[src/rtl/cache_ctrl_pkg.sv]
// Shared types and address-field helpers for the D-cache miss controller.
// Field widths here describe the default 23/5/4 tag/index/offset split.
package cache_ctrl_pkg;

    typedef enum logic [1:0] {
        IDLE    = 2'd0,
        COMPARE = 2'd1,
        WB      = 2'd2,
        FILL    = 2'd3
    } state_t;

    localparam logic [2:0] U_B_H_W_WORD = 3'b010;

    localparam int TAG_BITS    = 23;
    localparam int INDEX_BITS  = 5;
    localparam int OFFSET_BITS = 4;

    function automatic logic [TAG_BITS-1:0] addr_tag(input logic [31:0] a);
        return a[31:32-TAG_BITS];
    endfunction

    function automatic logic [INDEX_BITS-1:0] addr_index(input logic [31:0] a);
        return a[OFFSET_BITS+INDEX_BITS-1:OFFSET_BITS];
    endfunction

    function automatic logic [OFFSET_BITS-1:0] addr_offset(input logic [31:0] a);
        return a[OFFSET_BITS-1:0];
    endfunction

endpackage

[src/rtl/cache_perf_cnt.sv]
// Hit / miss / write-back event counters for cache_ctrl.
// Present only when CACHE_CTRL_PERF_EN is defined.
`ifdef CACHE_CTRL_PERF_EN
module cache_perf_cnt (
    input  logic        clk,
    input  logic        rst,
    input  logic        hit_evt,
    input  logic        miss_evt,
    input  logic        wb_evt,
    output logic [31:0] hit_cnt,
    output logic [31:0] miss_cnt,
    output logic [31:0] wb_cnt
);

    // Counters wrap naturally at 2^32.
    always_ff @(posedge clk or negedge rst) begin
        if (!rst) begin
            hit_cnt  <= '0;
            miss_cnt <= '0;
            wb_cnt   <= '0;
        end else begin
            if (hit_evt)  hit_cnt  <= hit_cnt + 32'd1;
            if (miss_evt) miss_cnt <= miss_cnt + 32'd1;
            if (wb_evt)   wb_cnt   <= wb_cnt + 32'd1;
        end
    end

endmodule
`endif

[src/rtl/cache_ctrl.sv]
// Miss-handling controller for the 2-way write-back D-cache: tag compare,
// dirty-line write-back and line fill. Optional counters via CACHE_CTRL_PERF_EN.
module cache_ctrl
    import cache_ctrl_pkg::*;
#(
    parameter int         LINE_WORDS = 4,
    parameter int         TAG_W      = 23,
    parameter int         INDEX_W    = 5,
    parameter logic [2:0] WORD_SEL   = U_B_H_W_WORD
) (
    input  logic             clk,
    input  logic             rst,
    input  logic             cpu_req,
    input  logic             cpu_we,
    input  logic [31:0]      cpu_addr,
    input  logic [2:0]       cpu_u_b_h_w,
    input  logic [31:0]      cpu_wdata,
    output logic [31:0]      cpu_rdata,
    output logic             cpu_ack,
    output logic [31:0]      cache_addr,
    output logic             cache_load,
    output logic             cache_store,
    output logic             cache_replace,
    output logic             cache_invalid,
    output logic [2:0]       cache_u_b_h_w,
    output logic [31:0]      cache_din,
    input  logic             cache_hit,
    input  logic             cache_valid,
    input  logic             cache_dirty,
    input  logic [TAG_W-1:0] cache_tag,
    input  logic [31:0]      cache_dout,
    output logic             mem_req,
    output logic             mem_we,
    output logic [31:0]      mem_addr,
    output logic [31:0]      mem_wdata,
    input  logic [31:0]      mem_rdata,
    input  logic             mem_ack
`ifdef CACHE_CTRL_PERF_EN
    ,
    output logic [31:0]      hit_cnt,
    output logic [31:0]      miss_cnt,
    output logic [31:0]      wb_cnt
`endif
);

    localparam int CNT_W = $clog2(LINE_WORDS);
    localparam int OFF_W = 32 - TAG_W - INDEX_W;

    state_t             state, state_nx;
    logic [CNT_W-1:0]   cnt;
    logic [31:0]        req_addr, req_wdata;
    logic               req_we;
    logic [2:0]         req_size;
    logic [TAG_W-1:0]   victim_tag;
    logic               gap;
    logic               last_word, xfer_done;
    logic [31:0]        wb_addr, fill_addr;

    assign last_word = (cnt == CNT_W'(LINE_WORDS - 1));
    assign xfer_done = mem_req & mem_ack;
    assign wb_addr   = {victim_tag, req_addr[OFF_W+INDEX_W-1:OFF_W], cnt, 2'b00};
    assign fill_addr = {req_addr[31:OFF_W], cnt, 2'b00};

    always_ff @(posedge clk or negedge rst) begin
        if (!rst) state <= IDLE;
        else      state <= state_nx;
    end

    always_comb begin
        state_nx = state;
        case (state)
            IDLE:    if (cpu_req) state_nx = COMPARE;
            COMPARE: begin
                if (cache_hit)                       state_nx = IDLE;
                else if (cache_valid && cache_dirty) state_nx = WB;
                else                                 state_nx = FILL;
            end
            WB:      if (xfer_done && last_word) state_nx = FILL;
            FILL:    if (xfer_done && last_word) state_nx = COMPARE;
            default: state_nx = IDLE;
        endcase
    end

    always_comb begin
        cpu_rdata     = '0;
        cpu_ack       = 1'b0;
        cache_addr    = '0;
        cache_load    = 1'b0;
        cache_store   = 1'b0;
        cache_replace = 1'b0;
        cache_invalid = 1'b0;
        cache_u_b_h_w = '0;
        cache_din     = '0;
        mem_req       = 1'b0;
        mem_we        = 1'b0;
        mem_addr      = '0;
        mem_wdata     = '0;
        case (state)
            COMPARE: begin
                cache_addr    = req_addr;
                cache_load    = ~req_we;
                cache_store   = req_we;
                cache_u_b_h_w = req_size;
                cache_din     = req_wdata;
                if (cache_hit) begin
                    cpu_ack   = 1'b1;
                    cpu_rdata = cache_dout;
                end
            end
            WB: begin
                cache_addr    = wb_addr;
                cache_load    = 1'b1;
                cache_u_b_h_w = WORD_SEL;
                mem_req       = rst;
                mem_we        = 1'b1;
                mem_addr      = wb_addr;
                mem_wdata     = cache_dout;
            end
            FILL: begin
                // One idle cycle after write-back so memory sees a fresh request.
                if (!gap) begin
                    mem_req  = rst;
                    mem_addr = fill_addr;
                    if (mem_ack) begin
                        cache_replace = 1'b1;
                        cache_addr    = fill_addr;
                        cache_din     = mem_rdata;
                        cache_u_b_h_w = WORD_SEL;
                    end
                end
            end
            default: ;
        endcase
    end

    always_ff @(posedge clk or negedge rst) begin
        if (!rst) begin
            cnt        <= '0;
            req_addr   <= '0;
            req_wdata  <= '0;
            req_we     <= 1'b0;
            req_size   <= '0;
            victim_tag <= '0;
            gap        <= 1'b0;
        end else begin
            gap <= 1'b0;
            if (state == IDLE && cpu_req) begin
                req_addr  <= cpu_addr;
                req_wdata <= cpu_wdata;
                req_we    <= cpu_we;
                req_size  <= cpu_u_b_h_w;
            end
            if (state == COMPARE && !cache_hit && cache_valid && cache_dirty)
                victim_tag <= cache_tag;
            if ((state == WB || state == FILL) && xfer_done) begin
                cnt <= last_word ? '0 : cnt + CNT_W'(1);
                if (state == WB && last_word) gap <= 1'b1;
            end
        end
    end

`ifdef CACHE_CTRL_PERF_EN
    // The hit that completes a fill is not a real hit.
    logic retry;
    always_ff @(posedge clk or negedge rst) begin
        if (!rst)                                      retry <= 1'b0;
        else if (state == FILL && state_nx == COMPARE) retry <= 1'b1;
        else if (state == COMPARE)                     retry <= 1'b0;
    end

    cache_perf_cnt u_perf (
        .clk      (clk),
        .rst      (rst),
        .hit_evt  (state == COMPARE && cache_hit && !retry),
        .miss_evt (state == COMPARE && !cache_hit),
        .wb_evt   (state == COMPARE && !cache_hit && cache_valid && cache_dirty),
        .hit_cnt  (hit_cnt),
        .miss_cnt (miss_cnt),
        .wb_cnt   (wb_cnt)
    );
`endif

endmodule
[config.mk]
export PLATFORM = sky130hd
export DESIGN_NAME = cache_ctrl
export DESIGN_NICKNAME = d
export VERILOG_FILES = /design/src/rtl/cache_ctrl_pkg.sv /design/src/rtl/cache_perf_cnt.sv /design/src/rtl/cache_ctrl.sv
export SDC_FILE = /design/constraint.sdc
export NUM_CORES = 1
export LEC_CHECK = 0
export BUFFER_PORTS_ARGS = -buffer_cell sky130_fd_sc_hd__buf_2
export CAP_MARGIN = 20
export CORE_UTILIZATION = 30
export CTS_CLUSTER_DIAMETER = 30
export DETAILED_ROUTE_END_ITERATION = 16
export SKIP_LAST_GASP = 1
export SLEW_MARGIN = 30
export SYNTH_ARGS = -nofsm -noshare
export SYNTH_HDL_FRONTEND = slang
export SYNTH_SLANG_ARGS = --single-unit
[constraint.sdc]
create_clock -name clk -period 2.3 [get_ports clk]
set_clock_uncertainty 0.15 [all_clocks]
set_input_delay 0.115 -clock clk [delete_from_list [all_inputs] [get_ports clk]]
set_output_delay 0.115 -clock clk [all_outputs]
set_load 0.01 [all_outputs]
==> flow_summary.json, run 1 <==
{
  "tns_ps": 0,
  "synthArstFlopShare_pct": 100,
  "clock_latency_ps": 340,
  "p_leak_nw": 4.64,
  "antenna_found_initial": 3,
  "powerDensity_nw_per_um2": 1170,
  "yosysTopAreaCell": "dfrtp_1",
  "grt_use_met1_pct": 25.2,
  "nNetsFinal": 1061,
  "crit_type": "reg2out",
  "total_power_mw": 10.1,
  "synth_area_leaders": "dfrtp_1, mux2_2, a22o_1",
  "grt_pass1_wl_mm": 28.7,
  "worstHoldPathType": "in2async",
  "cts_setup_buffers": 0,
  "nFillCells": 1588,
  "num_vias": 5298,
  "die_w_um": 136,
  "synth-main-ff-cell": "dfrtp_1",
  "core-area_sq_um": 17500,
  "use_met3_pct": 6.30,
  "crit_arrival_ps": 1960,
  "grt_pass1_vias": 5337,
  "use_met2_pct": 34.4,
  "ant_nets": 0,
  "path_clk_slew_ps": 70,
  "synth_cell_types": 37,
  "dr.pass1.iters": 6,
  "synth_top_area_share_pct": 44.4,
  "area_delta_synth_final_pct": 60.4,
  "seq_area_sq_um": 2400,
  "fin_cells": 1122,
  "crit_fanout": 6,
  "place.gp.congestion": 0.851,
  "setup_viol_count_final": 0,
  "top_usage_layer": "met2",
  "clock_path_buffers": 2,
  "netlist_area_sq_um": 5410,
  "portBuffers": 328,
  "place_inst": 1010,
  "grt.total_usage_pct": 20.4,
  "synth_seq_area_share_pct": 44.4,
  "rows": 48,
  "multi_input_area_sq_um": 2800,
  "drtIter0Drc": 198,
  "overflow": 0,
  "p_comb_share_pct": 52.2,
  "status": "finished clean",
  "dieHeight_um": 136,
  "vias_per_cell": 4.72,
  "start_util_pct": 30.9,
  "drive_gt1_share_pct": 52.3,
  "power_frac_seq_pct": 31.4,
  "synth_most_common_cell": "dfrtp_1",
  "max_freq_ghz": 0.450,
  "avgSynthCellArea_sq_um": 11.1,
  "drv_cap": 0,
  "fin_crit_ps": 2220,
  "dp_hpwl_mm": 12.8,
  "drc": 0,
  "ys_ff_latch": 96,
  "end_kind": "output pin",
  "drt-total-wl_mm": 19.0,
  "ctsRootBufferMaster": "clkbuf_16",
  "routedWlPerCell_um": 16.9,
  "ios": 332,
  "power_frac_clock_pct": 16.4,
  "critPathLaunchType": "register",
  "syn_inst": 487,
  "hold_violations": 0,
  "cts_made_buffers": 9,
  "intPower_mw": 6.33,
  "worstPathRequired_ps": 2040,
  "yosysWarnings": 0,
  "rsz0062_at_grt": "true",
  "synth-edff-count": 0,
  "drv_slew": 0,
  "p_sw_mw": 3.78,
  "postLayoutCoreUtil_pct": 49.6,
  "die_area_sq_um": 18600,
  "cts_tree": "built",
  "fin_crit_sh_pct": 96.6,
  "grt_max_degree": 82,
  "clock_sinks": 96,
  "irDropWorstVdd_uv": 577,
  "synth_common_cells": "dfrtp_1, mux2_2, a22o_1, and2_1, and3_1",
  "h-tree-depth": 3,
  "switching_share_pct": 37.4
}
power by group through the flow:
stage | clock network [mW] | logic [mW] | registers (mW)
2_1_floorplan | 0 | 3.23 | 2.95
6_report | 1.66 | 5.27 | 3.17
3_5_place_dp | 0 | 4.86 | 3.15
5_1_grt | 1.79 | 5.74 | 3.28
4_1_cts | 1.73 | 5.26 | 3.15
3_3_place_gp | 0 | 4.80 | 3.16
stage by stage:
| stage | hold slack [ps] | setup WS, ps | area, sq um |
|---|---|---|---|
| after global placement | -131 | 243 | 7290 |
| after floorplan | -331 | 400 | 5410 |
| after global routing | 104 | -72.7 | 8670 |
| final | 91.1 | 78.1 | 8670 |
| after CTS | 75.9 | -13.2 | 8630 |
| after detailed placement | -129 | 181 | 7290 |
area by class of cell:
cell class,instances,area share [%]
timing repair buffer,438,32.8
multi-input combinational,343,32.3
sequential,96,27.7
tap,225,3.25
clock buffer,10,2.76
clock inverter,6,1.05
inverter,3,0.130
antenna,1,0.0289
flip-flops by register name, indices dropped and copies added, names as in the netlist:
| name | count |
|---|---|
| cnt | 2 |
| gap | 1 |
| req_addr | 32 |
| req_size | 3 |
| req_wdata | 32 |
| req_we | 1 |
| state | 2 |
| victim_tag | 23 |
critical path: stages, from the launching register on:
cell     delay, ps
dfrtp_1        440
ha_2           250
nor2b_4        180
and2_2         220
o21ai_0        100
a21oi_1        240
buf_2          190
path summary, 6_finish.rpt:
| path | end | start | slack, ps | cells past startpoint |
|---|---|---|---|---|
| min in group clk | state[0]$_DFFE_PN0P_ | cpu_req | 100 | 4 |
| min | req_wdata[22]$_DFFE_PN0P_ | rst | 90 | 2 |
| min reg2reg | req_addr[0]$_DFFE_PN0P_ | req_addr[0]$_DFFE_PN0P_ | 350 | 1 |
| max | cache_addr[2] | state[1]$_DFFE_PN0P_ | 80 | 6 |
| max in group asynchronous | req_wdata[26]$_DFFE_PN0P_ | rst | 1180 | 3 |
| max reg2reg | victim_tag[16]$_DFFE_PN0P_ | state[1]$_DFFE_PN0P_ | 220 | 5 |
placed cells by master, fill, tap and decap left out, types with 2 or more instances in the layout:
cell           synthesis  layout
a21oi_1               17      17
a22o_1                48      48
a22oi_1               17      17
and2_1                48      47
and3_1                33      33
buf_12                 0       6
buf_2                 14     327
buf_4                  5       7
buf_6                  3       2
bufbuf_16              0       2
bufinv_16              0       2
clkbuf_16              0       9
clkinv_4               0       2
conb_1                 1       3
dfrtp_1               96      95
dlygate4sd3_1          0      93
ha_1                   8       5
ha_2                   0       2
inv_1                  3       2
mux2_2                73      73
mux2_4                20      20
mux2i_1                2       2
nand2_1               25      24
nor2_1                25      23
nor2_2                 0       2
o21a_1                 4       4
o21ai_0                3       3
routing by layer:
| layer | wire length, um | share of wire [%] | vias to the layer above |
|---|---|---|---|
| met2 | 9150 | 48 | 202 |
| met3 | 1270 | 6.7 | 24 |
| li1 | - | - | 2544 |
| met4 | 260 | 1.4 | 4 |
| met5 | 29 | 0.15 | - |
| met1 | 8260 | 44 | 2524 |
cells by family after synthesis:
family,after synthesis,share of synthesized area (%)
flops,96,44.4
fa+ha+maj,8,1.85
mux,95,21.1
other cells,1,0.0694
simple gates,143,14.7
compound gates,94,13.3
buf+inv,50,4.56
timing repair:
item                       CTS  global route
hold endpoints to repair   188             0
resized for setup            5            11
hold buffers                93             0
pin swaps                    0             1
setup endpoints to repair   32            81
gates cloned                 2             0
Note: power is estimated with default switching activity, not from simulation.
==> run 2: changes to the inputs <==
--- a/config.mk
+++ b/config.mk
@@ -7,6 +7,7 @@
 export LEC_CHECK = 0
 export BUFFER_PORTS_ARGS = -buffer_cell sky130_fd_sc_hd__buf_2
 export CAP_MARGIN = 20
+export CORE_MARGIN = 2
 export CORE_UTILIZATION = 30
 export CTS_CLUSTER_DIAMETER = 30
 export DETAILED_ROUTE_END_ITERATION = 16
==> run 2 against run 1 <==
Net effect: register-to-register slack better by 100 ps; combinational power down 3%; first-iteration DRC count is 16% lower; final area hardly changed.
==> flow_summary.json, run 2 (synthesis gave the netlist of run 1 again) <==
{
  "met2_length_mm": 8.73,
  "clock_sinks": 96,
  "ant_nets": 0,
  "p_sw_mw": 3.71,
  "powerDensity_nw_per_um2": 1140,
  "critPathLaunchType": "register",
  "final_cell_mix": "buf_2, dfrtp_1, dlygate4sd3_1, mux2_2, a22o_1",
  "fin_crit_ps": 2220,
  "cpPeakStageDelay_ps": 450,
  "m1WireLength_mm": 8.34,
  "power_frac_seq_pct": 32.1,
  "intPower_mw": 6.17,
  "p_comb_share_pct": 51.9,
  "cts_tree": "built",
  "max_freq_ghz": 0.451,
  "antenna_found_initial": 1,
  "grt_pass1_wl_mm": 28.8,
  "reg_top3": "req_addr (32), req_wdata (32), victim_tag (23)",
  "setup_viol_count_final": 0,
  "drv_slew": 0,
  "drtIter0Drc": 167,
  "fin_hold_ws_ps": 74.3,
  "cp_cell_sequence": "ha_1, and3b_1, nor3_1, nor2_2, and2_1, buf_2",
  "fin_ws_ps": 82.2,
  "grt_pass1_vias": 5274,
  "status": "finished clean",
  "drc": 0,
  "ctsRootBufferMaster": "clkbuf_16",
  "dp_hpwl_mm": 13.0,
  "clock_latency_ps": 340,
  "place.gp.congestion": 0.909,
  "nFillCells": 1659,
  "final_common_cell": "buf_2",
  "nNetsFinal": 1066,
  "drive_gt1_share_pct": 53.0,
  "worstPathRequired_ps": 2040,
  "h-tree-depth": 3,
  "post-place-ws_ps": 100,
  "path_clk_slew_ps": 60,
  "worst-path-buf-inv": 1,
  "dieHeight_um": 138,
  "clock_path_buffers": 2,
  "fin_crit_sh_pct": 96.4,
  "crit_fanout": 5,
  "die_area_sq_um": 19100,
  "hold_violations": 0,
  "power_frac_clock_pct": 16.0,
  "worstHoldPathType": "in2async",
  "end_kind": "output pin",
  "portBuffers": 328,
  "rsz0062_at_grt": "true",
  "crit_type": "reg2out",
  "drv_cap": 0,
  "crit_arrival_ps": 1950,
  "grt.total_usage_pct": 18.7,
  "crit_family": "simple AND/OR/NAND/NOR gates",
  "wl_met3_mm": 1.06,
  "start_util_pct": 30.3,
  "cts_made_buffers": 9,
  "drt-total-wl_mm": 18.4,
  "irDropWorstVdd_uv": 580,
  "num_vias": 5277,
  "p_leak_nw": 4.61,
  "rows": 49,
  "grt_max_degree": 87,
  "vias_per_cell": 4.67,
  "worst_path_max_delay_cell": "dfrtp_2",
  "overflow": 0,
  "area_delta_synth_final_pct": 60.3,
  "total_power_mw": 9.88,
  "core-area_sq_um": 17800,
  "switching_share_pct": 37.5,
  "die_w_um": 138,
  "dr.pass1.iters": 6,
  "ios": 332,
  "routedWlPerCell_um": 16.3,
  "highest_layer": "met4"
}
==> run 2: cell types whose count changed in the layout (fill, tap and decap cells not counted), moves of 2 or more <==
| cell | before | now |
|---|---|---|
| buf_4 | 7 | 14 |
| buf_12 | 6 | 4 |
| a22oi_1 | 17 | 14 |
| clkbuf_1 | 0 | 3 |
| bufbuf_16 | 2 | 0 |
| clkinv_4 | 2 | 0 |
| a22oi_2 | 0 | 3 |
==> run 2: stage by stage <==
step | utilization, % | setup TNS, ps | std cells | instance area [sq um]
3_3_place_gp | 41.0 | 0 | 1019 | 7320
6_report | 48.6 | 0 | 1130 | 8670
3_5_place_dp | 41.0 | 0 | 1019 | 7320
4_1_cts | 48.0 | -1150 | 1127 | 8560
5_1_grt | 48.6 | -59.3 | 1130 | 8670
2_1_floorplan | - | 0 | 489 | 5410
==> run 2: worst paths after layout <==
kind | startpoint | depth (start not counted) | endpoint | slack, ps
min in group clk | cache_dirty | 5 | state[0]$_DFFE_PN0P_ | 120
min reg2reg | req_addr[1]$_DFFE_PN0P_ | 1 | req_addr[1]$_DFFE_PN0P_ | 350
min | rst | 2 | gap$_DFF_PN0_ | 70
max | state[1]$_DFFE_PN0P_ | 6 | cache_addr[5] | 80
max in group asynchronous | rst | 3 | req_wdata[21]$_DFFE_PN0P_ | 1200
max reg2reg | state[1]$_DFFE_PN0P_ | 6 | victim_tag[15]$_DFFE_PN0P_ | 320
==> run 2: timing repair <==
item | 4_1_cts | 5_1_grt
hold buffers | 93 | 0
pin swaps | 0 | 1
endpoints found under the setup margin | 23 | 89
cloned | 0 | 1
buffers inserted | 0 | 1
resized for setup | 2 | 20
hold endpoints to repair | 188 | 0
==> run 2: layout make-up <==
cell class / instances / area (sq um) / area share, %
diodes: 1 / 2.50 / 0.0289
clock buffers: 12 / 236 / 2.73
clock inverters: 3 / 67.6 / 0.779
inverters: 3 / 11.3 / 0.130
multi-input cells: 343 / 2830 / 32.7
flip-flops and latches: 96 / 2400 / 27.7
well taps: 229 / 287 / 3.31
repair buffers: 443 / 2830 / 32.6
==> run 2: worst reg2reg max path: stages (launching register included) <==
cell	delay (ps)
dfrtp_2	450
inv_2	90
ha_2	190
and2b_1	200
nand3_4	230
buf_12	250
mux2_4	300
==> run 2: per-layer routing <==
layer	track usage (%)	vias to the layer above
li1	-	2546
met1	25.0	2513
met2	30.5	201
met3	5.02	17
met4	3.97	0
met5	0	-
==> run 2: power groups by stage <==
| stage | Sequential, mW | Combinational, mW | Clock (mW) |
|---|---|---|---|
| floorplan | 2.95 | 3.23 | 0 |
| global placement | 3.16 | 4.82 | 0 |
| detailed placement | 3.16 | 4.86 | 0 |
| CTS | 3.15 | 5.00 | 1.64 |
| global route | 3.28 | 5.59 | 1.71 |
| finish | 3.18 | 5.12 | 1.58 |
==> run 3: changes to the inputs <==
--- a/config.mk
+++ b/config.mk
@@ -11,6 +11,7 @@
 export CORE_UTILIZATION = 30
 export CTS_CLUSTER_DIAMETER = 30
 export DETAILED_ROUTE_END_ITERATION = 16
+export REMOVE_ABC_BUFFERS = 1
 export SKIP_LAST_GASP = 1
 export SLEW_MARGIN = 30
 export SYNTH_ARGS = -nofsm -noshare
==> run 3 against run 2 <==
Net effect: sequential cell count is the same; critical path type unchanged; core utilization stayed put; count of clock-buffer cells in the layout fell by 2; non-clock buffer count decreased by 5; highest routed layer unchanged; register-to-register slack improved by 80 ps; global-route usage rose by 0.78 points; critical endpoint is now cache_addr[30]; power increased by 1.2%; routed wire length increased by 3.4%.
==> flow_summary.json, run 3 (synthesis gave the netlist of run 1 again) <==
{
  "cts_tree": "built",
  "die_area_sq_um": 19100,
  "rsz0062_at_grt": "true",
  "m1WireLength_mm": 7.63,
  "reg_top3": "req_addr (32), req_wdata (32), victim_tag (23)",
  "max_freq_ghz": 0.454,
  "crit_type": "reg2out",
  "path_clk_slew_ps": 60,
  "portBuffers": 328,
  "overflow": 0,
  "num_vias": 5357,
  "drtIter0Drc": 160,
  "h-tree-depth": 3,
  "worst_path_max_delay_cell": "dfrtp_2",
  "ios": 332,
  "drt-total-wl_mm": 19.0,
  "nNetsFinal": 1061,
  "ctsRootBufferMaster": "clkbuf_16",
  "cpPeakStageDelay_ps": 450,
  "final_cell_mix": "buf_2, dfrtp_1, dlygate4sd3_1, mux2_2, a22o_1",
  "clock_latency_ps": 340,
  "powerDensity_nw_per_um2": 1150,
  "core-area_sq_um": 17800,
  "status": "finished clean",
  "drive_gt1_share_pct": 52.8,
  "crit_fanout": 18,
  "dieHeight_um": 138,
  "total_power_mw": 10.0,
  "antenna_cells": 0,
  "highest_layer": "met4",
  "irDropWorstVdd_uv": 525,
  "cts_setup_buffers": 0,
  "p_leak_nw": 4.61,
  "routedWlPerCell_um": 16.9,
  "hold_violations": 0,
  "antenna_found_initial": 0,
  "crit_arrival_ps": 1940,
  "wl_met3_mm": 1.08,
  "worstPathRequired_ps": 2040,
  "area_delta_synth_final_pct": 60.3,
  "startpoint": "state[0]$_DFFE_PN0P_",
  "die_w_um": 138,
  "clock_path_buffers": 2,
  "critPathLaunchType": "register",
  "ant_nets": 0,
  "grt_pass1_wl_mm": 29.6,
  "clock_sinks": 96,
  "grt_pass1_vias": 5501,
  "rows": 49,
  "setup_viol_count_final": 0,
  "place.gp.congestion": 0.792,
  "fin_crit_ps": 2200,
  "fin_cells": 1125,
  "drc": 0,
  "r2r-start": "state[1]$_DFFE_PN0P_",
  "final_common_cell": "buf_2",
  "fin_ws_ps": 98.1,
  "grt.total_usage_pct": 19.4,
  "drv_slew": 0,
  "cp_cell_sequence": "ha_2, nor2b_2, a21o_1, buf_12, a22oi_1, nor2_1, buf_2",
  "place_inst": 1015,
  "cts_made_buffers": 9,
  "post-place-ws_ps": 285,
  "worstHoldPathType": "in2reg",
  "grt_max_degree": 78,
  "vias_per_cell": 4.76,
  "drv_cap": 0,
  "fin_crit_sh_pct": 95.7,
  "met2_length_mm": 10.1,
  "min_from": "cache_valid",
  "tns_ps": 0,
  "dp_hpwl_mm": 13.3,
  "end_kind": "output pin",
  "dr.pass1.iters": 4,
  "start_util_pct": 30.3
}
## run 3: cell types whose count changed in the layout (fill, tap and decap cells not counted), sizes merged
cell,previous run,this run
clkinv,0,2
diode,1,0
clkbuf,13,10
buf,349,344
inv,3,4
bufbuf,0,1
## run 3: critical path, delay by kind of cell, from the launching register on
family	cells	cell delay, ps
DFF	1	450
AOI/OAI and AO/OA	2	350
buffers and inverters	2	320
and+or+nand+nor	2	250
adders and majority gates	1	230
## run 3: final timing paths
kind                                               to  slack (ps)  depth (start not counted)
min reg2reg                   req_addr[0]$_DFFE_PN0P_         350                          1
max reg2reg                 victim_tag[0]$_DFFE_PN0P_         400                          6
min                              state[0]$_DFFE_PN0P_         120                          5
max in group asynchronous   req_wdata[30]$_DFFE_PN0P_        1390                          3
min in group asynchronous  victim_tag[20]$_DFFE_PN0P_         220                          3
max                                    cache_addr[30]         100                          7
## run 3: power by group
group          leakage (nW)  internal [mW]  switching, mW
Combinational          3.31           2.71           2.47
Sequential             1.14           2.55          0.625
Clock                 0.159          0.987          0.667
Total                  4.61           6.24           3.76
## run 3: through the flow
step / cell area [sq um] / utilization (%) / hold WS, ps
final: 8670 / 48.6 / 116
after global routing: 8670 / 48.6 / 152
after CTS: 8630 / 48.3 / 109
after detailed placement: 7330 / 41.1 / 58.2
after floorplan: 5180 / - / -331
after global placement: 7330 / 41.1 / 63.9
## run 3: what timing repair did
action	CTS	global route
gates cloned	1	0
hold endpoints to repair	188	0
setup endpoints to repair	4	28
resized for setup	2	14
pin swaps	0	0
hold buffers	93	0
## run 3: area by class of cell
| cell class | count | area [sq um] |
|---|---|---|
| well taps | 229 | 287 |
| flip-flops and latches | 96 | 2400 |
| clock inverters | 6 | 90.1 |
| inverters | 3 | 11.3 |
| repair buffers | 438 | 2830 |
| fillers | 1668 | 9170 |
| clock buffers | 10 | 239 |
| multi-input cells | 343 | 2810 |
## run 3: per-layer routing
layer  track usage, %  vias to the layer above
li1                 -                     2541
met1             22.5                     2586
met2             36.4                      216
met3             4.40                       14
met4             4.35                        0
met5                0                        -
